### src/rtl/mux2x1_arb_if.sv
// mux2x1_arb_if: source/output handshakes, mux select and debug counters of the arbiter
interface mux2x1_arb_if #(
  parameter int WIDTH = 8,
  parameter int CNT_W = 8
);
  logic [WIDTH-1:0] a_data;
  logic             a_valid;
  logic             a_ready;
  logic [WIDTH-1:0] b_data;
  logic             b_valid;
  logic             b_ready;
  logic [WIDTH-1:0] out_data;
  logic             out_valid;
  logic             out_ready;
  logic             sel;
  logic [CNT_W-1:0] cnt_a;
  logic [CNT_W-1:0] cnt_b;
  modport master (
    output a_data, a_valid, b_data, b_valid, out_ready,
    input  a_ready, b_ready, out_data, out_valid, sel, cnt_a, cnt_b
  );
  modport slave (
    input  a_data, a_valid, b_data, b_valid, out_ready,
    output a_ready, b_ready, out_data, out_valid, sel, cnt_a, cnt_b
  );
endinterface

### src/rtl/mux2x1_arb.sv
// mux2x1_arb: burst-limited round-robin arbiter for two sources feeding a registered 2:1 mux output
module mux2x1_arb #(
  parameter int WIDTH     = 8,
  parameter int MAX_BURST = 4,
  parameter int CNT_W     = 8
) (
  input logic           clk,
  input logic           rst_n,
  mux2x1_arb_if.slave   bus
);
  logic [WIDTH-1:0] out_data_q, out_data_d;
  logic             out_valid_q, out_valid_d;
  logic             sel_q, sel_d;
  logic [3:0]       burst_q, burst_d;
  logic [CNT_W-1:0] cnt_a_q, cnt_a_d, cnt_b_q, cnt_b_d;
  logic             load, gnt_v, gnt_b, xfer;
  // Grant decision, readies (held low in reset) and next state of the output stage
  always_comb begin
    load        = !out_valid_q || bus.out_ready;
    gnt_v       = bus.a_valid || bus.b_valid;
    gnt_b       = (bus.a_valid && bus.b_valid) ? ((burst_q < 4'(MAX_BURST)) ? sel_q : !sel_q) : bus.b_valid;
    xfer        = rst_n && load && gnt_v;
    out_data_d  = xfer ? (gnt_b ? bus.b_data : bus.a_data) : out_data_q;
    out_valid_d = xfer || (out_valid_q && !bus.out_ready);
    sel_d       = xfer ? gnt_b : sel_q;
    burst_d     = !xfer ? burst_q : (gnt_b != sel_q) ? 4'd1 : (burst_q == 4'hf) ? burst_q : burst_q + 4'd1;
    cnt_a_d     = cnt_a_q + CNT_W'(xfer && !gnt_b);
    cnt_b_d     = cnt_b_q + CNT_W'(xfer && gnt_b);
  end
  // Output register, arbitration history and transfer counters
  always_ff @(posedge clk or negedge rst_n) begin
    if (!rst_n) begin
      out_data_q  <= '0;
      out_valid_q <= 1'b0;
      sel_q       <= 1'b0;
      burst_q     <= '0;
      cnt_a_q     <= '0;
      cnt_b_q     <= '0;
    end else begin
      out_data_q  <= out_data_d;
      out_valid_q <= out_valid_d;
      sel_q       <= sel_d;
      burst_q     <= burst_d;
      cnt_a_q     <= cnt_a_d;
      cnt_b_q     <= cnt_b_d;
    end
  end
  assign bus.a_ready   = xfer && !gnt_b;
  assign bus.b_ready   = xfer && gnt_b;
  assign bus.out_data  = out_data_q;
  assign bus.out_valid = out_valid_q;
  assign bus.sel       = sel_q;
  assign bus.cnt_a     = cnt_a_q;
  assign bus.cnt_b     = cnt_b_q;
endmodule

### src/flat_wrapper.sv
// flat-port wrapper written by rule: the top's interface ports become plain ports
module mux2x1_arb_flat 
#(
  parameter int WIDTH     = 8,
  parameter int MAX_BURST = 4,
  parameter int CNT_W     = 8
)
  (clk, rst_n, bus_a_data, bus_a_valid, bus_b_data, bus_b_valid, bus_out_ready, bus_a_ready, bus_b_ready, bus_out_data, bus_out_valid, bus_sel, bus_cnt_a, bus_cnt_b);
  mux2x1_arb_if #(.WIDTH(WIDTH), .CNT_W(CNT_W)) bus_i ();
  input logic clk;
  input logic rst_n;
  input wire logic [$bits(bus_i.a_data)-1:0] bus_a_data;
  input wire logic [$bits(bus_i.a_valid)-1:0] bus_a_valid;
  input wire logic [$bits(bus_i.b_data)-1:0] bus_b_data;
  input wire logic [$bits(bus_i.b_valid)-1:0] bus_b_valid;
  input wire logic [$bits(bus_i.out_ready)-1:0] bus_out_ready;
  output wire logic [$bits(bus_i.a_ready)-1:0] bus_a_ready;
  output wire logic [$bits(bus_i.b_ready)-1:0] bus_b_ready;
  output wire logic [$bits(bus_i.out_data)-1:0] bus_out_data;
  output wire logic [$bits(bus_i.out_valid)-1:0] bus_out_valid;
  output wire logic [$bits(bus_i.sel)-1:0] bus_sel;
  output wire logic [$bits(bus_i.cnt_a)-1:0] bus_cnt_a;
  output wire logic [$bits(bus_i.cnt_b)-1:0] bus_cnt_b;
  assign bus_i.a_data = bus_a_data;
  assign bus_i.a_valid = bus_a_valid;
  assign bus_i.b_data = bus_b_data;
  assign bus_i.b_valid = bus_b_valid;
  assign bus_i.out_ready = bus_out_ready;
  assign bus_a_ready = bus_i.a_ready;
  assign bus_b_ready = bus_i.b_ready;
  assign bus_out_data = bus_i.out_data;
  assign bus_out_valid = bus_i.out_valid;
  assign bus_sel = bus_i.sel;
  assign bus_cnt_a = bus_i.cnt_a;
  assign bus_cnt_b = bus_i.cnt_b;
  mux2x1_arb #(.WIDTH(WIDTH), .MAX_BURST(MAX_BURST), .CNT_W(CNT_W)) u_core (.clk(clk), .rst_n(rst_n), .bus(bus_i));
endmodule
### config.mk
export PLATFORM = sky130hd
export DESIGN_NAME = mux2x1_arb_flat
export DESIGN_NICKNAME = d
export VERILOG_FILES = /design/src/rtl/mux2x1_arb_if.sv /design/src/rtl/mux2x1_arb.sv /design/src/flat_wrapper.sv
export SDC_FILE = /design/constraint.sdc
export NUM_CORES = 1
export LEC_CHECK = 0
export ABC_CLOCK_PERIOD_IN_PS = 2000
export BUFFER_PORTS_ARGS = -buffer_cell sky130_fd_sc_hd__buf_2
export CAP_MARGIN = 20
export CORE_ASPECT_RATIO = 1.4
export CORE_MARGIN = 2
export CORE_UTILIZATION = 25
export CTS_CLUSTER_DIAMETER = 50
export DETAILED_ROUTE_END_ITERATION = 6
export SLEW_MARGIN = 20
export SYNTH_ARGS = -nofsm -noshare
export SYNTH_HDL_FRONTEND = slang
export SYNTH_SLANG_ARGS = --single-unit
export TNS_END_PERCENT = 100
### constraint.sdc
create_clock -name clk -period 2 [get_ports clk]
set_clock_uncertainty 0.15 [all_clocks]
set_input_delay 0.1 -clock clk [delete_from_list [all_inputs] [get_ports clk]]
set_output_delay 0.1 -clock clk [all_outputs]
set_load 0.005 [all_outputs]
==> impl_metrics.tcl <==
set metrics [dict create \
    outcome "complete, no violations" \
    layout-drive-gt1-share 0.404 \
    whs_path_depth 3 \
    required_ps 2050 \
    synth_area_leaders "dfrtp_1 55%, mux2i_1 5.9%, xnor2_1 5.8%" \
    syn2layout_area_growth_pct 50.5 \
    cts_buffer_depth 2 \
    cts_buffers 5 \
    globalplace.congestion 0.692 \
    dr_wl_met3_um 206 \
    crit_start "u_core.bus.sel$_DFFE_PN0P_" \
    postRouteAntennaNets 0 \
    fin_crit_sh 0.991 \
    drt_first_pass_iters 3 \
    synthCells 120 \
    worstReg2RegEnd "u_core.bus.cnt_b[6]$_DFF_PN0_" \
    rows 31 \
    layout.nets 224 \
    post-route-cell-area_um2 2060 \
    fillerInstances 517 \
    synth_top_area_share 0.549 \
    drc 0 \
    cp_max_fo 3 \
    setup_violations 0 \
    fin_crit_ps 1980 \
    hp-class "input pin to register" \
    cts_max_level 2 \
    yosys_warnings 0 \
    clock_sinks 30 \
    vias_per_cell 4.47 \
    leakage_uw 0.000992 \
    initial_utilization 0.261 \
    pin_count 49 \
    powerDensity_nw_per_um2 999 \
    hold_end "u_core.bus.out_data[3]$_DFFE_PN0P_" \
    grt_pass1_vias 1179 \
    cp-end-kind "register" \
    met2WireLength_mm 1.63 \
    fin_cells 264 \
    place_inst 238 \
    cp.arrival_ps 2040 \
    die_h_um 91.5 \
    num_vias 1181 \
    rsz0062_at_grt "true" \
    r2r_slack_ps 20 \
    worst_pin_slew_ps 393 \
    cts_tree "yes" \
    max_clock_freq_mhz 504 \
    finalHoldViolations 0 \
    ff2ff_path_depth 8 \
    ys_types 28 \
    crit_type "register to register" \
    syn-num-nets 146 \
    grt_max_degree 31 \
    overflow 0 \
    relSlewSlack 0.737 \
    top_layer_used "met4" \
    hp-start "bus_b_data[3]" \
    die_x_um 66.5 \
    synth_area_um2 1370 \
    drv_cap 0 \
    die_area_um2 6090 \
    clock_latency_ps 280 \
    grtUsageTotal 0.117 \
    grt_pass1_wl_mm 5.29 \
    final_cell_mix "48 x buf_2, 30 x dfrtp_1, 15 x dlygate4sd3_1, 11 x buf_4" \
    synth_seq_cells 30 \
    ir_drop_mv 0.360 \
    clk_pin_slew_ps 60 \
    root_buffer "clkbuf_8" \
    yosysSeqAreaShare 0.549 \
    port_buffers 48 \
    startpoint_type "register" \
    dp.final_hpwl_mm 2.32 \
    layout.cells.most_common "buf_2" \
    r2r_start "u_core.bus.sel$_DFFE_PN0P_" \
    wl_per_cell_um 12.4 \
    routed_wirelength_mm 3.26 \
    tns_ps 0 \
    place_area_um2 1780 \
    insertedDiodeCount 0 \
    syn-mean-instance-area_um2 11.4 \
    maxSlewViolCount 0 \
    synth_largest_area_cell "dfrtp_1" \
    first_iter_violations 27 \
    antenna_found_initial 0 \
    core_um2 5240 \
    met1Wirelength_mm 1.34 \
]
sequential cells by signal, indices dropped and copies added (netlist names):
signal and count:
u_core.bus.out_data 8, u_core.burst_q 4, u_core.bus.out_valid 1, u_core.bus.cnt_b 8, u_core.bus.cnt_a 8, u_core.bus.sel 1
area by class of cell:
cell class / instances / area (um2) / area share
clock buffer: 5 / 68.8 / 0.0334
clock inverter: 2 / 10.0 / 0.00486
multi-input combinational: 87 / 673 / 0.327
sequential: 30 / 751 / 0.365
tap: 66 / 82.6 / 0.0401
timing repair buffer: 74 / 473 / 0.230
cell usage after synthesis, drive strengths merged:
master	count
nor2b	2
and2	1
xnor2	9
buf	1
and4	1
mux2	1
a31oi	1
nand2	6
nand2b	4
or3b	1
mux2i	8
nand3	12
a21o	1
nor2	10
o21ai	4
a32oi	1
a211oi	1
clkbuf	2
a21oi	10
nand4	1
ha	5
dfrtp	30
or4b	1
o211ai	1
xor2	3
and3	3
critical path: stages (launching register included):
cell	delay [ps]
dfrtp_1	380
or4b_4	530
nand3_2	120
nor2_4	50
ha_4	170
ha_4	150
and3_4	180
nand3_2	70
xnor2_1	110
report_power, final:
part / leakage [uW] / switching (uW) / total [uW] / internal, uW
sequential: 0.000367 / 167 / 945 / 778
combinational: 0.000581 / 294 / 657 / 363
clock: 0.0000438 / 222 / 455 / 233
total: 0.000992 / 684 / 2060 / 1370
cells by family (layout without fill, tap and decap cells):
logic type / after synthesis / count (layout) / synth area share
buffers and inverters: 3 / 81 / 0.0201
flip-flops: 30 / 30 / 0.549
multiplexers: 9 / 9 / 0.0668
AO/OA/AOI/OAI: 19 / 19 / 0.0787
XOR/XNOR: 12 / 12 / 0.0769
adder cells (fa/ha/maj): 5 / 5 / 0.0457
AND/OR/NAND/NOR: 42 / 42 / 0.163
what timing repair did:
| item | 4_1_cts | 5_1_grt |
|---|---|---|
| endpoints found under the setup margin | 4 | 11 |
| resized for setup | 0 | 5 |
| pin swaps | 0 | 1 |
| buffers inserted | 2 | 2 |
| endpoints found under the hold margin | 37 | 0 |
| hold buffers | 15 | 0 |
metrics by stage:
stage	utilization	hold slack [ps]	worst slack, ps	total power, uW
after floorplan	-	-346	-114	1260
after global routing	0.393	22.1	-68.6	2240
after detailed placement	0.341	36.6	14.6	1570
final	0.393	0.864	17.6	2060
after global placement	0.341	42.4	39.4	1540
after CTS	0.387	1.80	3.95	2080
worst max-delay path by stage:
stage	endpoint	slack, ps	depth (start not counted)
final	u_core.bus.cnt_b[6]$_DFF_PN0_	20	8
after global routing	u_core.bus.cnt_a[6]$_DFF_PN0_	-70	7
after CTS	u_core.bus.cnt_b[6]$_DFF_PN0_	4	8
after detailed placement	u_core.bus.cnt_b[4]$_DFF_PN0_	10	7
after global placement	u_core.bus.cnt_a[6]$_DFF_PN0_	40	7
after floorplan	u_core.bus.cnt_b[4]$_DFF_PN0_	-110	8
layer usage:
layer / vias to the layer above / global-route usage
li1: 582 / -
met1: 553 / 0.131
met2: 39 / 0.198
met3: 7 / 0.0310
met4: 0 / 0.0612
met5: - / 0
No activity file was read; power rests on OpenSTA's default activity.
